**src/rtl/axi4_lite_pkg.sv**
```systemverilog
// Shared types for the AXI4-Lite master bridge: response codes, FSM states
// and the fixed protection attribute driven on AW/AR.
package axi4_lite_pkg;

  // AXI response codes carried on BRESP/RRESP and passed through to rsp_resp.
  typedef enum logic [1:0] {
    OKAY   = 2'b00,
    EXOKAY = 2'b01,
    SLVERR = 2'b10,
    DECERR = 2'b11
  } resp_t;

  // One transaction in flight; the state names the channel being waited on.
  typedef enum logic [2:0] {
    IDLE         = 3'd0,
    WR_ADDR_DATA = 3'd1,
    WR_RESP      = 3'd2,
    RD_ADDR      = 3'd3,
    RD_DATA      = 3'd4
  } state_t;

  // Unprivileged, secure, data access for every transaction.
  localparam logic [2:0] PROT_DEFAULT = 3'b000;

endpackage

```
**src/rtl/axi4_lite_master_bridge_if.sv**
```systemverilog
// AXI4-Lite bus bundle between the bridge (master) and a register slave.
//
// Handshake rule on every channel: a transfer happens on a rising clock edge
// where VALID and READY are both high. The source holds VALID and its payload
// stable until that edge; READY may rise or fall freely while VALID is low.
interface axi4_lite_master_bridge_if #(
  parameter int AW = 32,
  parameter int DW = 32,
  parameter int SW = DW / 8
);

  // Write address channel
  logic [AW-1:0] awaddr;
  logic [2:0]    awprot;
  logic          awvalid;
  logic          awready;

  // Write data channel
  logic [DW-1:0] wdata;
  logic [SW-1:0] wstrb;
  logic          wvalid;
  logic          wready;

  // Write response channel
  logic [1:0]    bresp;
  logic          bvalid;
  logic          bready;

  // Read address channel
  logic [AW-1:0] araddr;
  logic [2:0]    arprot;
  logic          arvalid;
  logic          arready;

  // Read data channel
  logic [DW-1:0] rdata;
  logic [1:0]    rresp;
  logic          rvalid;
  logic          rready;

  modport master (
    output awaddr, awprot, awvalid,
    input  awready,
    output wdata, wstrb, wvalid,
    input  wready,
    input  bresp, bvalid,
    output bready,
    output araddr, arprot, arvalid,
    input  arready,
    input  rdata, rresp, rvalid,
    output rready
  );

  modport slave (
    input  awaddr, awprot, awvalid,
    output awready,
    input  wdata, wstrb, wvalid,
    output wready,
    output bresp, bvalid,
    input  bready,
    input  araddr, arprot, arvalid,
    output arready,
    output rdata, rresp, rvalid,
    input  rready
  );

endinterface

```
**src/rtl/axi4_lite_master_bridge.sv**
```systemverilog
// Single-outstanding request/response bus to AXI4-Lite master bridge.
// A request is accepted only in IDLE; writes issue AW and W together, each
// dropping VALID on its own handshake, then wait for B. Reads issue AR then
// wait for R. Completion is a registered one-cycle rsp_valid pulse.
// Every AXI output comes straight from a flop, so no VALID depends
// combinationally on a READY input.
module axi4_lite_master_bridge
  import axi4_lite_pkg::*;
#(
  parameter int AW = 32,
  parameter int DW = 32,
  parameter int SW = DW / 8
) (
  input  logic          clk,
  input  logic          rst,

  input  logic          req_valid,
  output logic          req_ready,
  input  logic          req_we,
  input  logic [AW-1:0] req_addr,
  input  logic [DW-1:0] req_wdata,
  input  logic [SW-1:0] req_wstrb,

  output logic          rsp_valid,
  output logic [DW-1:0] rsp_rdata,
  output logic [1:0]    rsp_resp,

  output state_t        dbg_state,

  axi4_lite_master_bridge_if.master axi
);

  state_t        state_q, state_d;
  logic          run_q;

  logic [AW-1:0] addr_q, addr_d;
  logic [DW-1:0] wdata_q, wdata_d;
  logic [SW-1:0] wstrb_q, wstrb_d;

  logic          awvalid_q, awvalid_d;
  logic          wvalid_q, wvalid_d;
  logic          bready_q, bready_d;
  logic          arvalid_q, arvalid_d;
  logic          rready_q, rready_d;

  logic          rsp_valid_q, rsp_valid_d;
  logic [DW-1:0] rdata_q, rdata_d;
  resp_t         resp_q, resp_d;

  // Inside WR_ADDR_DATA a channel is finished once its VALID has dropped.
  logic          aw_done;
  logic          w_done;
  logic          aw_fin;
  logic          w_fin;

  assign aw_done = ~awvalid_q;
  assign w_done  = ~wvalid_q;
  // A channel is finished by the coming edge if already done or handshaking now.
  assign aw_fin  = aw_done | axi.awready;
  assign w_fin   = w_done  | axi.wready;

  // run_q keeps req_ready low during reset and lets it rise one clock after release.
  always_ff @(posedge clk or posedge rst) begin
    if (rst) begin
      run_q <= 1'b0;
    end else begin
      run_q <= 1'b1;
    end
  end

  // Next-state and next-register values; every target defaults to hold.
  always_comb begin
    state_d     = state_q;
    addr_d      = addr_q;
    wdata_d     = wdata_q;
    wstrb_d     = wstrb_q;
    awvalid_d   = awvalid_q;
    wvalid_d    = wvalid_q;
    bready_d    = bready_q;
    arvalid_d   = arvalid_q;
    rready_d    = rready_q;
    rsp_valid_d = 1'b0;
    rdata_d     = rdata_q;
    resp_d      = resp_q;

    case (state_q)
      IDLE: begin
        if (req_valid && run_q) begin
          addr_d  = req_addr;
          wdata_d = req_wdata;
          wstrb_d = req_wstrb;
          if (req_we) begin
            state_d   = WR_ADDR_DATA;
            awvalid_d = 1'b1;
            wvalid_d  = 1'b1;
          end else begin
            state_d   = RD_ADDR;
            arvalid_d = 1'b1;
          end
        end
      end

      WR_ADDR_DATA: begin
        if (awvalid_q && axi.awready) begin
          awvalid_d = 1'b0;
        end
        if (wvalid_q && axi.wready) begin
          wvalid_d = 1'b0;
        end
        // bready is only raised once both AW and W have transferred, so an
        // early bvalid from the slave is simply left waiting.
        if (aw_fin && w_fin) begin
          state_d  = WR_RESP;
          bready_d = 1'b1;
        end
      end

      WR_RESP: begin
        if (axi.bvalid && bready_q) begin
          resp_d      = resp_t'(axi.bresp);
          rsp_valid_d = 1'b1;
          bready_d    = 1'b0;
          state_d     = IDLE;
        end
      end

      RD_ADDR: begin
        if (arvalid_q && axi.arready) begin
          arvalid_d = 1'b0;
          rready_d  = 1'b1;
          state_d   = RD_DATA;
        end
      end

      RD_DATA: begin
        if (axi.rvalid && rready_q) begin
          rdata_d     = axi.rdata;
          resp_d      = resp_t'(axi.rresp);
          rsp_valid_d = 1'b1;
          rready_d    = 1'b0;
          state_d     = IDLE;
        end
      end

      default: begin
        state_d = IDLE;
      end
    endcase
  end

  // State and all registered outputs; reset clears every VALID/READY at once.
  always_ff @(posedge clk or posedge rst) begin
    if (rst) begin
      state_q     <= IDLE;
      addr_q      <= '0;
      wdata_q     <= '0;
      wstrb_q     <= '0;
      awvalid_q   <= 1'b0;
      wvalid_q    <= 1'b0;
      bready_q    <= 1'b0;
      arvalid_q   <= 1'b0;
      rready_q    <= 1'b0;
      rsp_valid_q <= 1'b0;
      rdata_q     <= '0;
      resp_q      <= OKAY;
    end else begin
      state_q     <= state_d;
      addr_q      <= addr_d;
      wdata_q     <= wdata_d;
      wstrb_q     <= wstrb_d;
      awvalid_q   <= awvalid_d;
      wvalid_q    <= wvalid_d;
      bready_q    <= bready_d;
      arvalid_q   <= arvalid_d;
      rready_q    <= rready_d;
      rsp_valid_q <= rsp_valid_d;
      rdata_q     <= rdata_d;
      resp_q      <= resp_d;
    end
  end

  assign req_ready   = run_q & (state_q == IDLE);
  assign rsp_valid   = rsp_valid_q;
  assign rsp_rdata   = rdata_q;
  assign rsp_resp    = resp_q;
  assign dbg_state   = state_q;

  assign axi.awaddr  = addr_q;
  assign axi.awprot  = PROT_DEFAULT;
  assign axi.awvalid = awvalid_q;
  assign axi.wdata   = wdata_q;
  assign axi.wstrb   = wstrb_q;
  assign axi.wvalid  = wvalid_q;
  assign axi.bready  = bready_q;
  assign axi.araddr  = addr_q;
  assign axi.arprot  = PROT_DEFAULT;
  assign axi.arvalid = arvalid_q;
  assign axi.rready  = rready_q;

endmodule

```
**src/flat_wrapper.sv**
```systemverilog
// flat-port wrapper written by rule: the top's interface ports become plain ports
module axi4_lite_master_bridge_flat import axi4_lite_pkg::*;
#(
  parameter int AW = 32,
  parameter int DW = 32,
  parameter int SW = DW / 8
)
  (clk, rst, req_valid, req_ready, req_we, req_addr, req_wdata, req_wstrb, rsp_valid, rsp_rdata, rsp_resp, dbg_state, axi_awaddr, axi_awprot, axi_awvalid, axi_awready, axi_wdata, axi_wstrb, axi_wvalid, axi_wready, axi_bresp, axi_bvalid, axi_bready, axi_araddr, axi_arprot, axi_arvalid, axi_arready, axi_rdata, axi_rresp, axi_rvalid, axi_rready);
  axi4_lite_master_bridge_if #(.AW(AW), .DW(DW), .SW(SW)) axi_i ();
  input  logic clk;
  input  logic rst;
  input  logic req_valid;
  output logic req_ready;
  input  logic req_we;
  input  logic [AW-1:0] req_addr;
  input  logic [DW-1:0] req_wdata;
  input  logic [SW-1:0] req_wstrb;
  output logic rsp_valid;
  output logic [DW-1:0] rsp_rdata;
  output logic [1:0] rsp_resp;
  output state_t dbg_state;
  output wire logic [$bits(axi_i.awaddr)-1:0] axi_awaddr;
  output wire logic [$bits(axi_i.awprot)-1:0] axi_awprot;
  output wire logic [$bits(axi_i.awvalid)-1:0] axi_awvalid;
  input wire logic [$bits(axi_i.awready)-1:0] axi_awready;
  output wire logic [$bits(axi_i.wdata)-1:0] axi_wdata;
  output wire logic [$bits(axi_i.wstrb)-1:0] axi_wstrb;
  output wire logic [$bits(axi_i.wvalid)-1:0] axi_wvalid;
  input wire logic [$bits(axi_i.wready)-1:0] axi_wready;
  input wire logic [$bits(axi_i.bresp)-1:0] axi_bresp;
  input wire logic [$bits(axi_i.bvalid)-1:0] axi_bvalid;
  output wire logic [$bits(axi_i.bready)-1:0] axi_bready;
  output wire logic [$bits(axi_i.araddr)-1:0] axi_araddr;
  output wire logic [$bits(axi_i.arprot)-1:0] axi_arprot;
  output wire logic [$bits(axi_i.arvalid)-1:0] axi_arvalid;
  input wire logic [$bits(axi_i.arready)-1:0] axi_arready;
  input wire logic [$bits(axi_i.rdata)-1:0] axi_rdata;
  input wire logic [$bits(axi_i.rresp)-1:0] axi_rresp;
  input wire logic [$bits(axi_i.rvalid)-1:0] axi_rvalid;
  output wire logic [$bits(axi_i.rready)-1:0] axi_rready;
  assign axi_awaddr = axi_i.awaddr;
  assign axi_awprot = axi_i.awprot;
  assign axi_awvalid = axi_i.awvalid;
  assign axi_i.awready = axi_awready;
  assign axi_wdata = axi_i.wdata;
  assign axi_wstrb = axi_i.wstrb;
  assign axi_wvalid = axi_i.wvalid;
  assign axi_i.wready = axi_wready;
  assign axi_i.bresp = axi_bresp;
  assign axi_i.bvalid = axi_bvalid;
  assign axi_bready = axi_i.bready;
  assign axi_araddr = axi_i.araddr;
  assign axi_arprot = axi_i.arprot;
  assign axi_arvalid = axi_i.arvalid;
  assign axi_i.arready = axi_arready;
  assign axi_i.rdata = axi_rdata;
  assign axi_i.rresp = axi_rresp;
  assign axi_i.rvalid = axi_rvalid;
  assign axi_rready = axi_i.rready;
  axi4_lite_master_bridge #(.AW(AW), .DW(DW), .SW(SW)) u_core (.clk(clk), .rst(rst), .req_valid(req_valid), .req_ready(req_ready), .req_we(req_we), .req_addr(req_addr), .req_wdata(req_wdata), .req_wstrb(req_wstrb), .rsp_valid(rsp_valid), .rsp_rdata(rsp_rdata), .rsp_resp(rsp_resp), .dbg_state(dbg_state), .axi(axi_i));
endmodule
```
**config.mk**
```make
export PLATFORM = sky130hd
export DESIGN_NAME = axi4_lite_master_bridge_flat
export DESIGN_NICKNAME = d
export VERILOG_FILES = /design/src/rtl/axi4_lite_pkg.sv /design/src/rtl/axi4_lite_master_bridge_if.sv /design/src/rtl/axi4_lite_master_bridge.sv /design/src/flat_wrapper.sv
export SDC_FILE = /design/constraint.sdc
export NUM_CORES = 1
export LEC_CHECK = 0
export BUFFER_PORTS_ARGS = -buffer_cell sky130_fd_sc_hd__buf_2
export CAP_MARGIN = 5
export CORE_MARGIN = 4
export CORE_UTILIZATION = 48
export DETAILED_ROUTE_END_ITERATION = 10
export PLACE_DENSITY = 0.86
export SYNTH_ARGS = -nofsm -noshare
export SYNTH_HDL_FRONTEND = slang
export SYNTH_SLANG_ARGS = --single-unit
export TNS_END_PERCENT = 20
```
**constraint.sdc**
```tcl
create_clock -name clk -period 8.9 [get_ports clk]
set_input_delay 0.89 -clock clk [delete_from_list [all_inputs] [get_ports clk]]
set_output_delay 0.89 -clock clk [all_outputs]
set_load 0.02 [all_outputs]
```
# --- Word level (Yosys, flattened, before mapping) ---
# Index checks and enable logic that the tools add are counted.
word_totals:
  output_inout_bits: 150
  latch_bits: 0
  mem_bits_ro: 0
  regBits: 112
  mem_count: 0
  mem_bits_rw: 0
  word_cells: 82
op_classes:
  n_mux: 29
  n_div: 0
  shifts: 0
  n_addsub: 0
  magnitude_cmp: 0
  eq_ne: 13
  reduce_logical: 22
  n_bitwise: 5
  multipliers: 0
ops:
  columns: ["operator", "n"]
  rows:
  - ["3-bit 2-to-1 mux", 5]
  - ["3-bit case mux with 5 select lines", 1]
  - ["2-bit by 1-bit inequality test with 1-bit output, second input constant", 7]
  - ["1-bit 2-to-1 mux", 13]
  - ["1-bit case mux with 2 select lines", 6]
  - ["4-bit AND reduction", 3]
  - ["2-bit nonzero test", 5]
  - ["3-bit AND reduction", 3]
  - ["1-bit logical AND", 7]
  - ["3-bit by 2-bit equality test with 1-bit output, second input constant", 2]
  - ["2-bit 2-to-1 mux", 3]
  - ["5-bit AND reduction", 1]
  - ["2-bit inequality test, second input constant", 2]
  - ["2-bit case mux with 2 select lines", 1]
  - ["2-bit AND reduction", 2]
  - ["3-bit by 1-bit equality test with 1-bit output, second input constant", 1]
  - ["3-bit equality test, second input constant", 1]
  - ["3-bit logical NOT", 1]
  - ["1-bit NOT", 2]
  - ["1-bit bitwise OR", 2]
  - ["1-bit bitwise AND", 1]

# --- Depth between registers and ports, before layout ---
logic_depth:
  depth_word: 5
  mapped_depth: 5

# --- Worst setup path after synthesis ---
# Ideal clock, no wire load.
synth_path:
  path_type: "register to output"
  startpoint: "register u_core.state_q[0] (netlist: u_core.dbg_state[0])"
  endpoint: "output req_ready"
  path_slack_ns: 6.525
  stages_incl_launch_ff: 3
  arrival_ns: 1.485
  t_required_ns: 8.010
  cell_sequence: "dfrtp_1 -> clkbuf_1 -> nor4b_1"
synth_between:
  elab_chain_cells: 2
synth_lines:
  columns: ["element", "line", "text"]
  rows:
  - ["from (decl)", "axi4_lite_master_bridge.sv:33", "state_t state_q, state_d;"]
  - ["from (signal assigned)", "axi4_lite_master_bridge.sv:167", "state_q <= state_d;"]
  - ["3-bit logical NOT", "axi4_lite_master_bridge.sv:182", "assign req_ready = run_q & (state_q == IDLE);"]
  - ["1-bit bitwise AND", "axi4_lite_master_bridge.sv:182", null]
  - ["to (decl)", "flat_wrapper.sv:13", "output logic req_ready;"]
# No other way between the ends.

# --- Worst setup path in the final report ---
# Same ends and word-level chain as after synthesis.

==> key figures <==
Outcome
  • Status: completed

Power and ir drop
  • Clk pwr share: 13.2%
  • Comb pwr share: 47.7%
  • Switching Power: ~960 uW
  • PwrDens: between 300 and 400 mW/mm2
  • P_int: 1.31 mW
  • Seq pwr share: around two fifths
  • Design Power: 2.27 mW
  • Lkg Pwr: around 3.2 nW
  • Peak supply drop: between 0.0002 and 0.00025 V
  • Switching Fraction: a little over two fifths

Detailed routing
  • Top sig layer: met4
  • Vias/cell: roughly 4.8
  • Drt wl/cell: 16.0 um
  • DRC Markers: 0
  • Via count: 3205
  • Initial DRC count: 103
  • Drt total wl: ~11 mm
  • Pre-antenna DRT Iters: 4
  • Routed Antenna Nets: 0
  • Wire length on met2: approximately 5.4 mm
  • Met1 Routed Length: 3.99 mm
  • Met3 Routed Length: about 980 um

Critical path
  • CP delay by family, top: flip-flops
  • Worst-path fanout max: 12
  • Crit start category: flop
  • Worst path required time: 8.01 ns
  • Worst reg-to-reg path cell count: 3
  • RR Endpoint: u_core.rsp_rdata[15]
  • RR Startpoint: u_core.dbg_state[0]
  • Arr. time, crit path: 1.49 ns
  • Slowest-stage cell, CP: dfrtp_1
  • Max incr delay on CP: between 0.5 and 0.6 ns
  • Reg2reg setup slack: around 6.7 ns
  • Critical path capture point type: primary output
  • Setup CP Type: flop to primary output
  • Crit-path cells: nor4b_1 -> buf_2
  • Buf+Inv Stages, Crit Path: 1

Clock tree
  • Post-CTS Setup Inserts: 0
  • CTS tree: yes
  • Clk sink count: about 110
  • Hold_buf cts: 0
  • CTS resizes: 0
  • Clk slew on worst S/H paths: 0.10 ns
  • CTS Buffer Depth: 2
  • Clock Root Buffer: clkbuf_8
  • CTS Buf Count: 9
  • Clk Latency, worst-skew pair: roughly 0.35 ns
  • H-tree levels: 3

STA
  • Setup-failing EPs final: 0
  • Pins Over Slew Limit: 0
  • Count of final hold-check violations: 0
  • TNS Setup: 0 ns
  • Final period util: 26.8%
  • RSZ-0062 raised after global routing: no
  • Post-Route Skew: about 0.014 ns
  • Worst-margin pin slew: 0.866 ns
  • Headroom to the max-slew limit: 42.3%
  • Max frequency: roughly 420 MHz
  • Final min period: between 2 and 2.5 ns
  • Final setup margin: 6.52 ns

Synth
  • Area of the mapped netlist: around 0.0046 mm2
  • Number of synthesized flops with an enable pin: 0
  • Number of synthesized register bits: 112
  • Largest area contributor in the netlist: dfrtp_1
  • Top cell type's share of synthesized area: about 60%
  • Count leader, synth: dfrtp_1
  • Sequential area share after synthesis: 60.4%
  • Syn_area_per_cell: ~15 um2
  • Synthesis Warnings: 0
  • Synth cell types: 30
  • Synth top cells by count: 112 x dfrtp_1, 93 x mux2_2, 38 x buf_4
  • Synth Instances: approximately 310
  • Async SR Flop Fraction: 100%
  • Synth Flop Type: dfrtp_1
  • Synth top area cells: dfrtp_1 60%, mux2_2 23%, buf_4 6.2%

Flow run
  • Max-cap violations: 0

Floorplanning
  • Die area: between 0.01 and 0.015 mm2
  • Die H: ~110 um
  • Initial Util: 49.7%
  • Die width: 106 um
  • IO Count: ~260
  • Core ar.: 0.00933 mm2
  • Num rows: 35

Hold path
  • Hold Path Class: flop to flop
  • Hold depth: 1
  • WHS Endpoint: u_core.rsp_rdata[29]
  • Hold Startpoint: u_core.rsp_rdata[29]

Global routing
  • Total grt overflow: 0
  • Initial antenna violation count: 0
  • Pin count of the biggest net entering global routing: slightly above 70
  • Vias in the first global route: about 3500
  • Wire length of the first global-routing pass: about 17 mm
  • GRT Total Usage: about 18%

Placed design
  • Dpl hpwl: between 8 and 9 mm
  • DP Worst Slack: 6.39 ns
  • GPL Wtd Cong: between 0.7 and 0.8
  • Port Buffers: about 260

Final layout
  • # diodes: 0
  • Register area: roughly 0.0028 mm2
  • Share of cells above drive strength 1: 70.1%
  • Fillers: approximately 750
  • Layout net count: ~650
  • Layout area overhead: 28.2%
  • Area of the multi-input gates: 0.00148 mm2
==> layout by cell type (no fill, tap or decap), types with 2 or more instances in the layout <==
cell	instances
a21oi_1	2
a22o_1	3
a31o_2	2
a31oi_1	3
buf_2	256
buf_4	2
clkbuf_8	10
clkinv_4	2
conb_1	7
dfrtp_1	112
mux2_1	7
mux2_2	93
mux2_4	4
nand2_1	7
nand2b_1	3
nand3_1	2
nor2_1	5
==> stage by stage <==
stage	utilization [%]	instance area, um2	hold slack [ns]	cells
after floorplan	-	4660	0.609	313
after global placement	61.6	5750	0.466	650
after detailed placement	61.6	5750	0.483	650
after CTS	63.7	5940	0.507	665
after global routing	63.7	5940	0.525	665
final	63.7	5940	0.502	665
==> layer usage <==
layer / GRT usage (%) / vias up
met5: 0 / -
met4: 7.03 / 0
met3: 5.71 / 21
met2: 33.2 / 174
met1: 20.2 / 1536
li1: - / 1474
==> area by class of cell <==
class / instances / area share (%)
sequential: 112 / 47.1
multi-input combinational: 150 / 24.9
tap: 129 / 2.72
clock buffer: 11 / 2.38
clock inverter: 4 / 0.926
inverter: 1 / 0.105
timing repair buffer: 258 / 21.8
==> how the worst max path moves through the flow <==
stage                        startpoint                    end  slack [ns]  cells after the start
CTS                 u_core.dbg_state[0]              req_ready        6.50                      2
global route        u_core.dbg_state[0]              req_ready        6.42                      2
finish              u_core.dbg_state[0]              req_ready        6.52                      2
global placement              req_valid  u_core.axi.araddr[23]        6.46                      5
detailed placement            req_valid  u_core.axi.araddr[17]        6.39                      5
floorplan                           rst   u_core.axi.araddr[0]        5.05                      1
==> flip-flops by register name, indices dropped and copies added (netlist names), 2 cells and up <==
signal / count
u_core.axi.araddr: 32
u_core.dbg_state: 3
u_core.axi.wstrb: 4
u_core.rsp_rdata: 32
u_core.rsp_resp: 2
u_core.axi.wdata: 32
==> power groups by stage <==
stage	sequential [mW]	combinational, mW	clock (mW)
after floorplan	1.17	0.506	0
after global placement	0.880	1.07	0
after detailed placement	0.895	1.10	0
after CTS	0.889	1.10	0.310
after global routing	0.926	1.15	0.332
final	0.887	1.08	0.299
==> cell families after synthesis <==
| family | count (synthesis) | synth area share [%] |
|---|---|---|
| mux | 104 | 25.6 |
| buf+inv | 51 | 8.04 |
| other cells | 2 | 0.162 |
| flops | 112 | 60.4 |
| compound gates | 14 | 2.27 |
| simple gates | 25 | 3.53 |
Note: power is estimated with default switching activity, not from simulation.
